--- src/rtl/data_path_rx.sv ---
// Receive side of the 8-bit data_path link: undoes the transmit bit-mixing,
// buffers decoded bytes in a show-ahead FIFO and counts bytes lost to a full FIFO.
module data_path_rx #(
  parameter int DEPTH = 4,
  parameter int CW    = $clog2(DEPTH) + 1
) (
  input  logic          clk,
  input  logic          rst_n,
  input  logic [7:0]    enc_in,
  input  logic          enc_valid_in,
  output logic [7:0]    data_out,
  output logic          valid_out,
  input  logic          ready_in,
  input  logic          clear_ovf,
  output logic          overflow,
  output logic [7:0]    drop_count,
  output logic [CW-1:0] fifo_count
);

  localparam int AW = CW - 1;

  logic [7:0]    dec_d;
  logic [7:0]    dec_q;
  logic          dec_vld;
  logic [7:0]    mem [DEPTH];
  logic [CW-1:0] wr_ptr;
  logic [CW-1:0] rd_ptr;
  logic          full;
  logic          empty;
  logic          push;
  logic          pop;
  logic          wr_en;
  logic          drop;

  // The upper nibble travels in the clear, so it unmixes the lower nibble.
  always_comb begin
    dec_d[7:4] = enc_in[7:4];
    for (int i = 0; i < 4; i++) begin
      dec_d[i] = ~(enc_in[i] ^ enc_in[7-i]);
    end
  end

  always_ff @(posedge clk or negedge rst_n) begin
    if (!rst_n) begin
      dec_q   <= 8'h00;
      dec_vld <= 1'b0;
    end else begin
      dec_vld <= enc_valid_in;
      if (enc_valid_in) begin
        dec_q <= dec_d;
      end
    end
  end

  // Pointers carry one extra wrap bit so full and empty are distinguishable.
  assign empty      = (wr_ptr == rd_ptr);
  assign full       = (wr_ptr[CW-1] != rd_ptr[CW-1]) &&
                      (wr_ptr[AW-1:0] == rd_ptr[AW-1:0]);
  assign fifo_count = wr_ptr - rd_ptr;

  assign valid_out  = ~empty;
  assign data_out   = valid_out ? mem[rd_ptr[AW-1:0]] : 8'h00;

  assign push  = dec_vld;
  assign pop   = valid_out & ready_in;
  assign wr_en = push & (~full | pop);
  assign drop  = push & full & ~pop;

  always_ff @(posedge clk) begin
    if (wr_en) begin
      mem[wr_ptr[AW-1:0]] <= dec_q;
    end
  end

  always_ff @(posedge clk or negedge rst_n) begin
    if (!rst_n) begin
      wr_ptr <= '0;
      rd_ptr <= '0;
    end else begin
      if (wr_en) begin
        wr_ptr <= wr_ptr + 1'b1;
      end
      if (pop) begin
        rd_ptr <= rd_ptr + 1'b1;
      end
    end
  end

  // A drop colliding with a clear counts as the first drop after the clear.
  always_ff @(posedge clk or negedge rst_n) begin
    if (!rst_n) begin
      overflow   <= 1'b0;
      drop_count <= 8'h00;
    end else if (drop) begin
      overflow <= 1'b1;
      if (clear_ovf) begin
        drop_count <= 8'h01;
      end else if (drop_count != 8'hFF) begin
        drop_count <= drop_count + 8'h01;
      end
    end else if (clear_ovf) begin
      overflow   <= 1'b0;
      drop_count <= 8'h00;
    end
  end

endmodule

--- config.mk ---
export PLATFORM = sky130hd
export DESIGN_NAME = data_path_rx
export DESIGN_NICKNAME = d
export VERILOG_FILES = /design/src/rtl/data_path_rx.sv
export SDC_FILE = /design/constraint.sdc
export NUM_CORES = 1
export LEC_CHECK = 0
export CORE_MARGIN = 2
export CORE_UTILIZATION = 49
export DETAILED_ROUTE_END_ITERATION = 10
export PLACE_DENSITY = 0.76
export SETUP_SLACK_MARGIN = 0.5
export SYNTH_ARGS = -nofsm -noshare
export SYNTH_HDL_FRONTEND = slang
export SYNTH_SLANG_ARGS = --single-unit
--- constraint.sdc ---
create_clock -name clk -period 2.2 [get_ports clk]
set_clock_uncertainty 0.15 [all_clocks]
set_input_delay 0.33 -clock clk [delete_from_list [all_inputs] [get_ports clk]]
set_output_delay 0.33 -clock clk [all_outputs]
set_load 0.02 [all_outputs]
Word level (Yosys, flattened, before mapping)
Memory sizes are Yosys's and may differ from the RTL's.
Index checks and enable logic that the tools add are counted.
{ "totals": {"out_inout_bits": 21, "register_bits": 24, "mem_count": 1, "in_bits": 13, "wordCells": 44, "ram_bits": 32} }
{ "mem_list": {"columns": ["name", "words", "width", "read_ports", "rd_clocked_by_memory_dff", "wr", "line", "rtl"], "rows": [
  ["mem", 4, 8, 1, 0, 1, "25", "logic [7:0] mem [DEPTH];"]
]} }
{ "classes": {"mux": 9, "eq_ne": 4, "n_bitwise": 16, "addsub": 4, "n_reduce_logical": 4} }
{ "op_table": {"columns": ["op", "n"], "rows": [
  ["$mux 8", 5],
  ["$add 8x1->8 const B", 1],
  ["$ne 8x8->1 const B", 1],
  ["$not 1->1", 7],
  ["$add 3x1->3 const B", 2],
  ["$and 1x1->1", 4],
  ["$mux 1", 4],
  ["$reduce_bool 2->1", 2],
  ["$xor 1x1->1", 4],
  ["$eq 3x3->1", 1],
  ["$sub 3x3->3", 1],
  ["$eq 2x2->1", 1],
  ["$reduce_and 2->1", 1],
  ["$logic_and 1x1->1", 1],
  ["$ne 1x1->1", 1],
  ["$or 1x1->1", 1]
]} }

Longest topological paths before layout
{ "logic_depth": {"ltp_word": 7, "ltp_mapped": 7, "mapped_depth_nobuf": 6} }

Least setup slack after synthesis
OpenSTA, ideal clock, no wires.
{ "synth_path": {"path_type": "register to output", "start": "register rd_ptr[1]", "end": "output data_out[0]", "setup_slack_ns": -0.078, "required_time_ns": 1.720, "n_path_buf": 2, "path_stages_with_launch": 7, "t_arrival_ns": 1.798, "path_cell_list": "dfrtp_1 -> clkbuf_1 -> inv_1 -> ha_1 -> nand3_1 -> clkbuf_1 -> and2_1"} }
{ "synth_via": {"elab_chain_len": 2, "elab_cells_between_ends": 3, "classes_between": "eq/ne (1); mux (1); memory (1)"} }
{ "synth_lines": {"columns": ["element", "line", "rtl"], "rows": [
  ["start: declaration", "27", "logic [CW-1:0] rd_ptr;"],
  ["start signal: assignment", "84", "rd_ptr <= rd_ptr + 1'b1;"],
  ["$mem_v2 4x8 or $eq 3x3->1 (tied branches)", null, null],
  ["$mux 8 (*)", "62", "assign data_out = valid_out ? mem[rd_ptr[AW-1:0]] : 8'h00;"],
  ["end: declaration", "11", "output logic [7:0] data_out,"]
]} }
Mark *: on every way between the ends. The rest lies on a longest branch, timed or not.

Worst setup path in the final report
{ "layout_path": {"start": "register rd_ptr[0]", "end": "output data_out[6]"} }
Same word-level chain as after synthesis.

==> flow_summary.rst <==
.. list-table::
   :header-rows: 1

   * - Metric
     - Value
   * - Number of rows in the core area
     - 25
   * - Cell leakage power
     - 1.35 nW
   * - Slowest CP cell
     - mux4_2
   * - Layout cells sized above 1
     - 0.413
   * - Largest driver fanout on the critical path
     - 5
   * - # H-tree levels
     - 2
   * - Mean instance size in the synthesized netlist
     - 15.1 sq um
   * - Number of distinct library cell variants in the gate-level netlist after synthesis
     - 37
   * - Result of the run
     - finished, final reports clean
   * - Non-filler instance count after layout
     - 290
   * - Post-synthesis instance area
     - 2480 sq um
   * - Detailed-route via count
     - 1582
   * - FILL cells
     - 310
   * - Net total in the final layout
     - 244
   * - Highest attainable clock frequency
     - 458 MHz
   * - Top Ports
     - 34
   * - Data required time at the worst endpoint
     - 1.72 ns
   * - Number of nets in the synthesized netlist
     - 186
   * - Critical Path Source Type
     - flop
   * - Final setup violation count
     - 0
   * - Clock tree from TritonCTS
     - yes
   * - Area of the core region
     - 4790 sq um
   * - Slew of the pin with the lowest slew margin
     - 0.405 ns
   * - Die extent in x
     - 75.1 microns
   * - Buffers added on ports
     - 33
   * - Largest net degree at the start of global routing
     - 25
   * - Placed Cells incl. Taps
     - 270
   * - Final RePlAce weighted congestion
     - 0.780
   * - List of cells traversed by the critical path
     - buf_6 > buf_12 > mux4_2 > and2_4 > buf_6
   * - Maximum buffer depth of the clock tree
     - 2
   * - Via count of the first global-routing pass
     - 1617
   * - Worst VDD drop
     - 0.000538 V
   * - Largest area contributor in the netlist
     - edfxtp_1
   * - Clock transition time at the flip-flop clock pins of the worst setup and hold paths
     - 0.09 ns
   * - Crit. End Element
     - output pin
   * - Area grow syn2layout
     - 34.8%
   * - Power Total
     - 4.84 mW
   * - Pwr per Cell Area
     - 1450 nW/um^2
   * - Final routed DRC violation total
     - 0
   * - Mean number of vias per cell
     - 5.46
   * - Delay of the slowest cell on the worst path
     - 0.51 ns
   * - Library cell appearing most often on the critical path
     - buf_6
   * - Portion of the post-synthesis area used by sequential elements
     - 0.631
   * - Remaining Overflow, GRT
     - 0
   * - Shortest period the worst path allows
     - 2.19 ns
   * - Chip height
     - 75.1 microns
   * - Fin Hold WS
     - 0.227 ns
   * - Min-Delay Path Class
     - input pin to asynchronous set/reset pin
   * - Post-detailed-route count of antenna-violating nets
     - 0
   * - Biggest area contributors in the synthesized netlist
     - edfxtp_1 39%, dfrtp_1 24%, mux4_2 7.3%, mux2_2 4.1%, ha_1 4.0%
   * - Crit Path Category
     - flop to output pin
   * - Cell count after synthesis
     - 164
   * - HPWL after DPL
     - 3.24 mm
   * - Slew margin rel.
     - 0.729
   * - DR iter-0 viols
     - 109
   * - Number of antenna violations at the first check in global routing
     - 0
   * - Combined area of the multi-input logic cells
     - 986 sq um
   * - Clock latency on the worst-skew pair
     - 0.31 ns
   * - TritonCTS Buffers
     - 5
   * - Buffers plus inverters on the worst setup path
     - 3
   * - Full die area
     - 5640 sq um
   * - Global-route usage over all layers
     - 0.200
   * - Max Cap Violations
     - 0
   * - Final-layout setup total negative slack
     - 0 ns
   * - Routed wire length per instance
     - 17.0 microns
   * - First-pass GRT wire length
     - 8.07 mm
   * - Signal arrival time at the worst endpoint
     - 1.71 ns
   * - RSZ-0062 raised after global routing
     - yes
   * - First-pass detailed-route iteration total
     - 6
   * - Post-synthesis register bit count
     - 56
   * - Final Hold Vio Count
     - 0
   * - Slew Limit Fails
     - 0
   * - Hold Buf Count CTS
     - 0
   * - Root buf cell
     - clkbuf_8
   * - CP delay by family, top
     - multiplexers
   * - Flip-flop and latch area
     - 1570 sq um
   * - Share of the clock period used by the worst path
     - 0.994
   * - Post-synth top area share
     - 0.388
   * - Number of antenna repair diodes
     - 0
   * - Total of warnings raised by yosys
     - 0
   * - Sum of routed wire length over all layers
     - 4.93 mm
   * - Initial core utilization
     - 0.517
   * - Clock tree sinks
     - 56
-- power breakdown --
part	internal (mW)	leakage [nW]	switching, mW	total, mW
Sequential	1.36	0.589	0.143	1.51
Combinational	1.40	0.693	1.17	2.57
Clock	0.455	0.0654	0.319	0.774
-- cell usage after synthesis (all sizes together) --
| master | count |
|---|---|
| edfxtp | 32 |
| dfrtp | 24 |
| and2 | 13 |
| mux2 | 9 |
| xnor2 | 9 |
| ha | 8 |
| mux4 | 8 |
| inv | 7 |
| nand3 | 7 |
| nand2 | 6 |
| a21oi | 5 |
| nor3 | 5 |
| nor2 | 4 |
| buf | 3 |
| clkbuf | 3 |
| and3 | 2 |
| and4b | 2 |
| o21ai | 2 |
| xor2 | 2 |
| a211oi | 1 |
| a21o | 1 |
| a31oi | 1 |
| a41oi | 1 |
| and4 | 1 |
| fa | 1 |
| nand4b | 1 |
| nor4 | 1 |
| nor4b | 1 |
| o31a | 1 |
| o31ai | 1 |
| o32ai | 1 |
| or4 | 1 |
-- worst paths after layout --
kind                                start            end  slack (ns)  cells after the start
worst max-delay path            rd_ptr[0]    data_out[6]        0.01                      5
worst max register to register  rd_ptr[0]  drop_count[3]        0.12                      6
min in group clk                 overflow       overflow        0.36                      1
worst min register to register   overflow       overflow        0.36                      1
max in group asynchronous           rst_n      rd_ptr[0]        1.40                      2
worst min-delay path                rst_n       dec_q[7]        0.23                      2
-- kinds of logic after synthesis --
logic type	synth area share
adder cells (fa/ha/maj)	0.0485
AO/OA/AOI/OAI	0.0364
buffers and inverters	0.0232
flip-flops	0.631
XOR/XNOR	0.0389
multiplexers	0.114
AND/OR/NAND/NOR	0.109
-- sequential cells by signal, summed over array words and instances, names as in the netlist --
register and flops:
dec_q 8, dec_vld 1, drop_count 8, mem 32, overflow 1, rd_ptr 3, wr_ptr 3
-- stage by stage --
stage,instance area [sq um],setup WS [ns],util
detailed placement,3050,-0.0469,0.638
finish,3340,0.0143,0.698
global route,3340,-0.0398,0.698
global placement,3050,-0.0184,0.638
floorplan,2580,0.254,-
CTS,3320,0.00124,0.695
-- repair_timing --
action                                  in CTS  in global routing
endpoints found under the setup margin      64                 58
pin swaps                                   13                  5
gates resized for setup                     83                  2
buffers inserted                             9                  1
gates cloned                                 2                  0
-- layout make-up --
class | instances | share of cell area
timing repair buffer | 56 | 0.162
tap | 67 | 0.0251
clock buffer | 6 | 0.0217
clock inverter | 2 | 0.0180
inverter | 7 | 0.00862
multi-input combinational | 96 | 0.295
sequential | 56 | 0.469
-- layout by cell type (no fill, tap or decap), types with 6 or more instances in the layout --
master,n
and2_4,14
buf_4,19
buf_6,10
clkdlybuf4s50_1,12
dfrtp_1,20
dlygate4sd2_1,10
edfxtp_1,32
inv_1,6
mux2_2,9
mux4_2,8
nand3_1,6
xnor2_1,7
-- per-layer routing --
metal,global-route usage,vias to the layer above,share of wire
li1,-,721,-
met1,0.248,807,0.42
met2,0.346,47,0.52
met3,0.0535,7,0.047
met4,0.0595,0,0.011
met5,0,-,0
Power figures use the tool's default switching activity.
